<file path="src/rtl/fp_norm_pkg.sv">
// fp_norm_pkg
// Shared definitions for the mantissa normalizer:
//   - datapath widths (mantissa sum, biased exponent, stored fraction)
//   - saturated exponent value
//   - the normalizer state encoding
//   - bit positions inside the 26-bit saved mantissa sum
package fp_norm_pkg;

  localparam int MANT_W = 26;
  localparam int EXP_W  = 8;
  localparam int FRAC_W = 23;

  localparam logic [EXP_W-1:0] EXP_MAX = 8'd255;

  // Layout of the saved mantissa sum: carry | hidden | fraction | guard
  localparam int CARRY_BIT  = 25;
  localparam int HIDDEN_BIT = 24;
  localparam int LSB_BIT    = 1;
  localparam int GUARD_BIT  = 0;

  typedef enum logic [2:0] {
    ST_IDLE    = 3'd0,
    ST_CHECK   = 3'd1,
    ST_SHIFT_L = 3'd2,
    ST_SHIFT_R = 3'd3,
    ST_ROUND   = 3'd4,
    ST_DONE    = 3'd5
  } norm_state_t;

endpackage

</file>
<file path="src/rtl/round_rne.sv">
// round_rne
// Combinational round-to-nearest-even for a 26-bit mantissa whose bit0 is
// the guard bit and bit1 the result lsb.
// Ports:
//   mant    in  26  mantissa to round (carry bit expected clear)
//   sticky  in  1   OR of all bits already shifted out below the guard
//   rounded out 26  rounded mantissa, guard position cleared
//   carry   out 1   rounding rippled into the carry bit
module round_rne
  import fp_norm_pkg::*;
(
  input  logic [MANT_W-1:0] mant,
  input  logic              sticky,
  output logic [MANT_W-1:0] rounded,
  output logic              carry
);

  logic              inc;
  logic [MANT_W-2:0] upper;

  // Round up above half, and on an exact half only when the lsb is odd.
  assign inc     = mant[GUARD_BIT] & (sticky | mant[LSB_BIT]);
  assign upper   = mant[MANT_W-1:LSB_BIT] + {{(MANT_W-2){1'b0}}, inc};
  assign rounded = {upper, 1'b0};
  assign carry   = rounded[CARRY_BIT];

endmodule

</file>
<file path="src/rtl/normalizare_26b.sv">
// normalizare_26b
// Sequential normalizer for the adder's saved mantissa sum. Shifts one bit
// per cycle until the hidden bit sits at bit 24, adjusts the exponent,
// rounds, and presents packed single-precision fields with status flags.
// Build option: ROUND_NEAREST_EN selects round-to-nearest-even; without it
// the result is truncated (the ROUND state is visited either way).
// Ports:
//   clk             in  1   rising-edge clock
//   clear           in  1   synchronous active-high reset
//   start           in  1   request, sampled only when idle
//   saved_mant_sum  in  26  carry | hidden | fraction[23:1] | guard
//   exp_in          in  8   biased exponent before normalization
//   sign_in         in  1   result sign
//   busy            out 1   operation in progress
//   consumed        out 1   pulse: input register may be cleared/reloaded
//   done            out 1   pulse: result fields valid from this cycle
//   frac_out/exp_out/sign_out  out 23/8/1  result, held until next done
//   zero/overflow/underflow    out 1 each  status, held with the result
module normalizare_26b
  import fp_norm_pkg::*;
(
  input  logic              clk,
  input  logic              clear,
  input  logic              start,
  input  logic [MANT_W-1:0] saved_mant_sum,
  input  logic [EXP_W-1:0]  exp_in,
  input  logic              sign_in,
  output logic              busy,
  output logic              consumed,
  output logic              done,
  output logic [FRAC_W-1:0] frac_out,
  output logic [EXP_W-1:0]  exp_out,
  output logic              sign_out,
  output logic              zero,
  output logic              overflow,
  output logic              underflow
);

  norm_state_t       state_reg, state_next;
  logic [MANT_W-1:0] mant_reg, mant_next;
  logic [EXP_W-1:0]  exp_reg, exp_next;
  logic              sign_reg, sign_next;
  logic              zero_reg, zero_next;
  logic              ovf_reg, ovf_next;
  logic              unf_reg, unf_next;

  logic              done_reg, consumed_reg;
  logic [FRAC_W-1:0] frac_out_reg;
  logic [EXP_W-1:0]  exp_out_reg;
  logic              sign_out_reg, zero_out_reg, ovf_out_reg, unf_out_reg;

  logic [MANT_W-1:0] rnd_mant;
  logic              rnd_carry;

`ifdef ROUND_NEAREST_EN
  logic sticky_reg;

  always_ff @(posedge clk) begin
    if (clear) begin
      sticky_reg <= 1'b0;
    end else if (state_reg == ST_IDLE && start) begin
      sticky_reg <= 1'b0;
    end else if (state_reg == ST_SHIFT_R) begin
      sticky_reg <= sticky_reg | mant_reg[GUARD_BIT];
    end
  end

  round_rne u_round_rne (
    .mant    (mant_reg),
    .sticky  (sticky_reg),
    .rounded (rnd_mant),
    .carry   (rnd_carry)
  );
`else
  assign rnd_mant  = mant_reg;
  assign rnd_carry = mant_reg[CARRY_BIT];
`endif

  always_comb begin
    state_next = state_reg;
    mant_next  = mant_reg;
    exp_next   = exp_reg;
    sign_next  = sign_reg;
    zero_next  = zero_reg;
    ovf_next   = ovf_reg;
    unf_next   = unf_reg;
    case (state_reg)
      ST_IDLE: begin
        if (start) begin
          mant_next  = saved_mant_sum;
          // Exponent field 0 means the same scale as 1 (denormal range).
          exp_next   = (exp_in == '0) ? 8'd1 : exp_in;
          sign_next  = sign_in;
          zero_next  = 1'b0;
          ovf_next   = 1'b0;
          unf_next   = 1'b0;
          state_next = ST_CHECK;
        end
      end
      ST_CHECK: begin
        if (exp_reg == EXP_MAX) begin
          ovf_next   = 1'b1;
          mant_next  = '0;
          state_next = ST_DONE;
        end else if (mant_reg == '0) begin
          zero_next  = 1'b1;
          exp_next   = '0;
          state_next = ST_DONE;
        end else if (mant_reg[CARRY_BIT]) begin
          state_next = ST_SHIFT_R;
        end else if (mant_reg[HIDDEN_BIT] || exp_reg <= 8'd1) begin
          // Already normalized, or already at the exponent floor.
          state_next = ST_ROUND;
        end else begin
          state_next = ST_SHIFT_L;
        end
      end
      ST_SHIFT_R: begin
        mant_next = mant_reg >> 1;
        exp_next  = exp_reg + 8'd1;
        if (exp_reg == EXP_MAX - 8'd1) begin
          ovf_next  = 1'b1;
          mant_next = '0;
        end
        // Overflow still passes through ROUND (untouched) so the
        // right-shift path has one fixed latency.
        state_next = ST_ROUND;
      end
      ST_SHIFT_L: begin
        mant_next = mant_reg << 1;
        exp_next  = exp_reg - 8'd1;
        if (mant_reg[HIDDEN_BIT-1] || exp_reg == 8'd2) begin
          state_next = ST_ROUND;
        end
      end
      ST_ROUND: begin
        if (!ovf_reg) begin
          if (rnd_carry) begin
            mant_next = rnd_mant >> 1;
            exp_next  = exp_reg + 8'd1;
            if (exp_reg == EXP_MAX - 8'd1) begin
              ovf_next  = 1'b1;
              mant_next = '0;
            end
          end else begin
            mant_next = rnd_mant;
            // No hidden bit after rounding: denormal. A denormal that
            // rounded up into bit24 keeps exponent 1 and is normal.
            if (!rnd_mant[HIDDEN_BIT]) begin
              exp_next = '0;
              unf_next = 1'b1;
            end
          end
        end
        state_next = ST_DONE;
      end
      ST_DONE: begin
        state_next = ST_IDLE;
      end
      default: begin
        state_next = ST_IDLE;
      end
    endcase
  end

  always_ff @(posedge clk) begin
    if (clear) begin
      state_reg    <= ST_IDLE;
      mant_reg     <= '0;
      exp_reg      <= '0;
      sign_reg     <= 1'b0;
      zero_reg     <= 1'b0;
      ovf_reg      <= 1'b0;
      unf_reg      <= 1'b0;
      done_reg     <= 1'b0;
      consumed_reg <= 1'b0;
      frac_out_reg <= '0;
      exp_out_reg  <= '0;
      sign_out_reg <= 1'b0;
      zero_out_reg <= 1'b0;
      ovf_out_reg  <= 1'b0;
      unf_out_reg  <= 1'b0;
    end else begin
      state_reg    <= state_next;
      mant_reg     <= mant_next;
      exp_reg      <= exp_next;
      sign_reg     <= sign_next;
      zero_reg     <= zero_next;
      ovf_reg      <= ovf_next;
      unf_reg      <= unf_next;
      done_reg     <= (state_reg == ST_DONE);
      // The input register was captured two edges ago and is no longer read.
      consumed_reg <= (state_reg == ST_CHECK);
      if (state_reg == ST_DONE) begin
        frac_out_reg <= mant_reg[HIDDEN_BIT-1:LSB_BIT];
        exp_out_reg  <= exp_reg;
        sign_out_reg <= sign_reg;
        zero_out_reg <= zero_reg;
        ovf_out_reg  <= ovf_reg;
        unf_out_reg  <= unf_reg;
      end
    end
  end

  assign busy      = (state_reg != ST_IDLE);
  assign consumed  = consumed_reg;
  assign done      = done_reg;
  assign frac_out  = frac_out_reg;
  assign exp_out   = exp_out_reg;
  assign sign_out  = sign_out_reg;
  assign zero      = zero_out_reg;
  assign overflow  = ovf_out_reg;
  assign underflow = unf_out_reg;

endmodule

</file>
<file path="config.mk">
export PLATFORM = sky130hd
export DESIGN_NAME = normalizare_26b
export DESIGN_NICKNAME = d
export VERILOG_FILES = /design/src/rtl/fp_norm_pkg.sv /design/src/rtl/round_rne.sv /design/src/rtl/normalizare_26b.sv
export SDC_FILE = /design/constraint.sdc
export NUM_CORES = 1
export LEC_CHECK = 0
export CAP_MARGIN = 20
export CORE_UTILIZATION = 40
export CTS_CLUSTER_DIAMETER = 80
export CTS_CLUSTER_SIZE = 40
export DETAILED_ROUTE_END_ITERATION = 8
export GPL_TIMING_DRIVEN = 0
export PLACE_DENSITY = 0.68
export SKIP_LAST_GASP = 1
export SLEW_MARGIN = 40
export SYNTH_ARGS = -nofsm -noshare
export SYNTH_HDL_FRONTEND = slang
export SYNTH_SLANG_ARGS = --single-unit
export TNS_END_PERCENT = 100
</file>
<file path="constraint.sdc">
create_clock -name clk -period 2.6 [get_ports clk]
set_input_delay 0.39 -clock clk [delete_from_list [all_inputs] [get_ports clk]]
set_output_delay 0.39 -clock clk [all_outputs]
set_load 0.02 [all_outputs]
</file>
* Word level (Yosys, flattened, before mapping)
Index checks and enable logic that the tools add are counted.
** Storage, ports and cells
- Flip-flop bits (word level) :: 78
- Bits in latches :: 0
- Bits in writable memories :: 0
- Bits in read-only memories :: 0
- Input port bits :: 38
- Output and inout bits :: 38
- Logic and storage cells :: 92
- Memories :: 0
** Cells by class
- Add/subtract/negate cells :: 2
- Multiply operators :: 0
- Div/mod/pow operators :: 0
- Order comparisons :: 1
- Eq/ne operators :: 19
- Shifts and indexed selects :: 0
- Muxes and demuxes :: 36
- Bitwise logic cells :: 0
- Reduce and logical (&&, ||, !) cells :: 18
** Operator list (number)
- $pmux 26 s5 :: 1
- $mux 26 :: 4
- $mux 8 :: 7
- $mux 25 :: 2
- $pmux 8 s5 :: 1
- $logic_not 26->1 :: 1
- $ne 2x2->1 const B :: 10
- $mux 3 :: 6
- $eq 8x8->1 const B :: 2
- $pmux 3 s5 :: 1
- $reduce_and 4->1 :: 3
- $mux 1 :: 11
- $reduce_and 5->1 :: 2
- $add 8x1->8 const B :: 1
- $eq 8x2->1 const B :: 1
- $le 8x1->1 const B :: 1
- $logic_not 8->1 :: 1
- $sub 8x1->8 const B :: 1
- $eq 3x2->1 const B :: 2
- $eq 3x3->1 const B :: 2
- $reduce_and 6->1 :: 1
- $reduce_bool 5->1 :: 1
- $pmux 1 s2 :: 2
- $pmux 1 s4 :: 1
- 8 further kinds :: 11

* Logic depth before layout (Yosys ltp)
- Depth in word-level cells :: 7
- Gate-level depth with buffers :: 8
- Gate-level depth less buffers :: 7

* Worst setup path after synthesis
OpenSTA, ideal clock, no wires.
- Path type :: register to register
- From :: register exp_reg[1]
- To :: register state_reg[2]
- Setup time :: 0.121 ns
- Data arrival time :: 1.720 ns
- Required time :: 2.479 ns
- Slack :: 0.759 ns
- Cell stages (with the launch flop) :: 9
- Buffers on the path :: 1
- Clock period less this slack :: 1.841 ns
- Path through :: dfxtp_1 clkbuf_1 inv_1 ha_1 or2_2 a31oi_1 o221ai_1 a211oi_1 nor3_1
** On the way
- Longest elaborated chain between the ends :: 7
- Elaborated cells on any way between the ends :: 12
- Those cells by class :: 1 x order compare; 3 x eq/ne; 5 x mux; 3 x reduce/logical
** Ends and longest elaborated chain
- from (decl) :: line normalizare_26b.sv:41 : logic [EXP_W-1:0] exp_reg, exp_next;
- from (signal assigned) :: line normalizare_26b.sv:186 : exp_reg <= exp_next;
- $le 8x1->1 :: line normalizare_26b.sv:111 : end else if (mant_reg[HIDDEN_BIT] || exp_reg <= 8'd1) begin
- $logic_or 1x1->1 :: line normalizare_26b.sv:111
- $mux 3 :: line normalizare_26b.sv:111
- $mux 3 :: line normalizare_26b.sv:109 : end else if (mant_reg[CARRY_BIT]) begin
- $mux 3 :: line normalizare_26b.sv:105 : end else if (mant_reg == '0) begin
- $mux 3 :: line normalizare_26b.sv:101 : if (exp_reg == EXP_MAX) begin
- $pmux 3 s5 :: line normalizare_26b.sv:87 : case (state_reg)
- to (signal assigned) :: line normalizare_26b.sv:184 : state_reg <= state_next;
- to (decl) :: line normalizare_26b.sv:39 : norm_state_t state_reg, state_next;
Several ways; a longest one is shown, not always the timed one.
A chain may end at the register's enable or synchronous reset.

* Worst setup path in the final report
- From :: register state_reg[2]
- To :: output port busy
** On the way
- Longest elaborated chain between the ends :: 1
** Ends and longest elaborated chain
- $reduce_bool 3->1 :: line normalizare_26b.sv:205 : assign busy = (state_reg != ST_IDLE);
- to (decl) :: line normalizare_26b.sv:28 : output logic busy,
Every way passes these cells.

==> impl_metrics.env <==
export IMPL_dieArea_sq_um=9973
export IMPL_cp_slowest_cell="clkdlybuf4s50_1"
export IMPL_synthToLayoutAreaGrowth_pct=27.79
export IMPL_cts_root_buf="clkbuf_8"
export IMPL_p_seq_share_pct=31.7
export IMPL_finClkSkew_ns=0.008354
export IMPL_path_buf_inv=3
export IMPL_cpPeakStageDelay_ns=0.55
export IMPL_drv_cap=0
export IMPL_die_h_um=99.87
export IMPL_outcome="finished clean"
export IMPL_ios=76
export IMPL_cts_buffers=9
export IMPL_crit_required_ns=2.21
export IMPL_numClockSinks=78
export IMPL_yosys_most_used_dff="dfxtp_1"
export IMPL_drtPass1Iterations=8
export IMPL_cts_reportedPaths_clkPinSlew_ns=0.08
export IMPL_r2r_start="state_reg[1]"
export IMPL_fin_tns_setup_ns=0
export IMPL_muxShareOfSynthArea_pct=0.2939
export IMPL_synth_xor_xnor_area_share_pct=0.6858
export IMPL_r2r_cells=6
export IMPL_grt_pass1_wl_um=18930
export IMPL_r2r_setup_slack_ns=0.41
export IMPL_ys_top_cells_by_area="dfxtp_1, nand2_1, a21oi_1"
export IMPL_slew_headroom_pct=44.59
export IMPL_whs_endpoint="frac_out[20]"
export IMPL_path_class="reg2out"
export IMPL_hpwl_um=8349
export IMPL_hold_depth=2
export IMPL_synthCells=467
export IMPL_fin_crit_sh_pct=88.97
export IMPL_drtIter0Drc=431
export IMPL_overflow=0
export IMPL_clock_tree_buffer_depth=2
export IMPL_avgSynthCellArea_sq_um=8.204
export IMPL_antenna_found_initial=0
export IMPL_yosysWarnings=0
export IMPL_r2r_end="mant_reg[1]"
export IMPL_via_per_inst=5.816
export IMPL_cts_hold_buf=0
export IMPL_cp_arrival_ns=1.92
export IMPL_fp_row_count=35
export IMPL_synth_edf_count=0
export IMPL_fmax_ghz=0.4323
export IMPL_grt_pass1_vias=3693
export IMPL_async_flop_share_pct=0
export IMPL_worstSkewPairLatency_ns=0.36
export IMPL_critPathTopFamily="buffers and inverters"
export IMPL_total_power_w=0.005424
export IMPL_drc=0
export IMPL_wl_per_cell_um=17.09
export IMPL_core_area_sq_um=9240
export IMPL_largest_reg_flops=26
export IMPL_hold_violations=0
export IMPL_min_path_type="reg2reg"
export IMPL_cts_htree_levels=3
export IMPL_ys_seq_elements=78
export IMPL_routed_wl_um=11710
export IMPL_endpoint_kind="output pin"
export IMPL_rsz0062_at_grt="no"
export IMPL_cp_max_fo=10
export IMPL_power_per_cell_area_nw_per_um2=1108
export IMPL_synth_distinct_cells=59
export IMPL_peakVddDrop_mv=0.5271
export IMPL_port_buffers=74
export IMPL_ant_nets=0
export IMPL_cts_tree="done"
export IMPL_cell_internal_pwr_w=0.002939
export IMPL_start_util_pct=41.46
export IMPL_gp_congestion=0.9186
export IMPL_diodes=0
export IMPL_tightest_slew_ns=0.8280
export IMPL_min_from="frac_out[20]"
export IMPL_syn_area_sq_um=3831
export IMPL_num_nets_final=594
export IMPL_power_switching_w=0.002485
export IMPL_p_leak_nw=1.661
export IMPL_combPwrFrac_pct=53.3
export IMPL_num_vias=3984
export IMPL_grt_use_total_pct=24.17
export IMPL_yosysTopAreaCellShare_pct=40.76
export IMPL_post_cts_buffers=0
export IMPL_syn_nets=509
export IMPL_switching_share_pct=45.81
export IMPL_synth_simple_area_share_pct=20.22
export IMPL_drive_gt1_share_pct=9.892
export IMPL_yosysSeqAreaShare_pct=40.76
export IMPL_synth_top_family_by_area="compound AO/OA/AOI/OAI gates"
export IMPL_synthAdderAreaFrac_pct=1.306
export IMPL_synth_compound_area_share_pct=30.21
export IMPL_final_max_slew_viol_count=0
export IMPL_path_cells="buf_2 > nor3_1 > inv_1 > clkdlybuf4s50_1"
export IMPL_die_w_um=99.87
export IMPL_setup_viol=0
export IMPL_period_minus_slack_ns=2.313
export IMPL_grt_max_degree=14
export IMPL_start_kind="flop"
export IMPL_yosys_area_top_type="dfxtp_1"
export IMPL_p_clk_share_pct=15.0
export IMPL_cts_repair_resized=0
==> synthesized netlist by cell type (all sizes together) (8+ instances only) <==
| cell type | count |
|---|---|
| buf | 25 |
| nand2 | 80 |
| nor4 | 10 |
| a211oi | 29 |
| nor2 | 39 |
| clkbuf | 19 |
| nor3 | 11 |
| a21oi | 57 |
| a222oi | 24 |
| dfxtp | 78 |
| inv | 8 |
| o31ai | 9 |
==> cell type report <==
class | count | area, sq um
fillers | 955 | 4344
flip-flops and latches | 78 | 1562
plain buffers | 44 | 220.2
inverters | 8 | 30.03
multi-input cells | 337 | 2019
clock inverters | 6 | 38.79
repair buffers | 74 | 740.7
well taps | 129 | 161.4
clock buffers | 9 | 123.9
==> worst max-delay path by stage <==
stage                        end    startpoint  cells after the start  slack, ns
floorplan           state_reg[2]    exp_reg[1]                      8       0.76
global placement     mant_reg[6]         start                      6       0.27
detailed placement   mant_reg[6]         start                      6       0.24
CTS                         busy  state_reg[2]                      4       0.27
global route                busy  state_reg[2]                      4       0.19
finish                      busy  state_reg[2]                      4       0.29
==> worst reg2reg max path: stages (launching register included) <==
cell and delay, ns:
dfxtp_1 0.31, buf_4 0.14, buf_2 0.21, nor3b_2 0.48
clkbuf_1 0.51, a22oi_1 0.14, a311oi_1 0.30
==> cells in the final DEF (no fill, tap or decap), types with 3 or more instances in the layout <==
master           instances
buf_4                    5
o21ai_0                  4
nand3_1                  7
a211oi_1                29
nor3_1                  11
a21oi_1                 55
or2_2                    4
ha_1                     4
a31oi_1                  3
clkdlybuf4s50_1         74
a221oi_1                 3
o31ai_1                  8
dfxtp_1                 78
a222oi_1                24
buf_2                   16
a22oi_1                  6
o21a_1                   3
nor2_1                  39
nand2_1                 79
nand4_1                  3
clkinv_2                 3
nor4_1                  10
inv_1                    7
clkbuf_8                 9
clkbuf_1                18
and3_1                   3
a311oi_1                 4
==> per-layer routing <==
layer | vias to the layer above | share of wire, % | track usage [%]
li1 | 1917 | - | -
met3 | 28 | 6.9 | 4.178
met1 | 1859 | 46 | 34.32
met2 | 180 | 44 | 35.86
met4 | 0 | 2.8 | 10.63
met5 | - | 0 | 0
==> per-stage QoR <==
stage | area, sq um | cells | hold slack, ns | util [%] | setup WS, ns
floorplan | 3831 | 467 | 0.4316 | - | 0.7590
global placement | 4733 | 670 | 0.4418 | 51.23 | 0.2657
detailed placement | 4733 | 670 | 0.4459 | 51.23 | 0.2372
CTS | 4896 | 685 | 0.4567 | 52.99 | 0.2700
global route | 4896 | 685 | 0.4707 | 52.99 | 0.1895
finish | 4896 | 685 | 0.4540 | 52.99 | 0.2867
==> power groups by stage <==
stage          registers, W  logic, W  clock network (W)
6_report            0.00172   0.00289           0.000811
5_1_grt             0.00176   0.00315           0.000886
4_1_cts             0.00171   0.00286           0.000823
3_5_place_dp        0.00174   0.00284                  0
3_3_place_gp        0.00173   0.00280                  0
2_1_floorplan       0.00168   0.00211                  0
==> logic make-up after synthesis <==
| family | after synthesis |
|---|---|
| AOI/OAI and AO/OA | 159 |
| muxes | 1 |
| xor gates and xnor gates | 3 |
| DFF | 78 |
| and+or+nand+nor | 170 |
| adders and majority gates | 4 |
| buffers and inverters | 52 |
No activity file was read; power rests on OpenSTA's default activity.
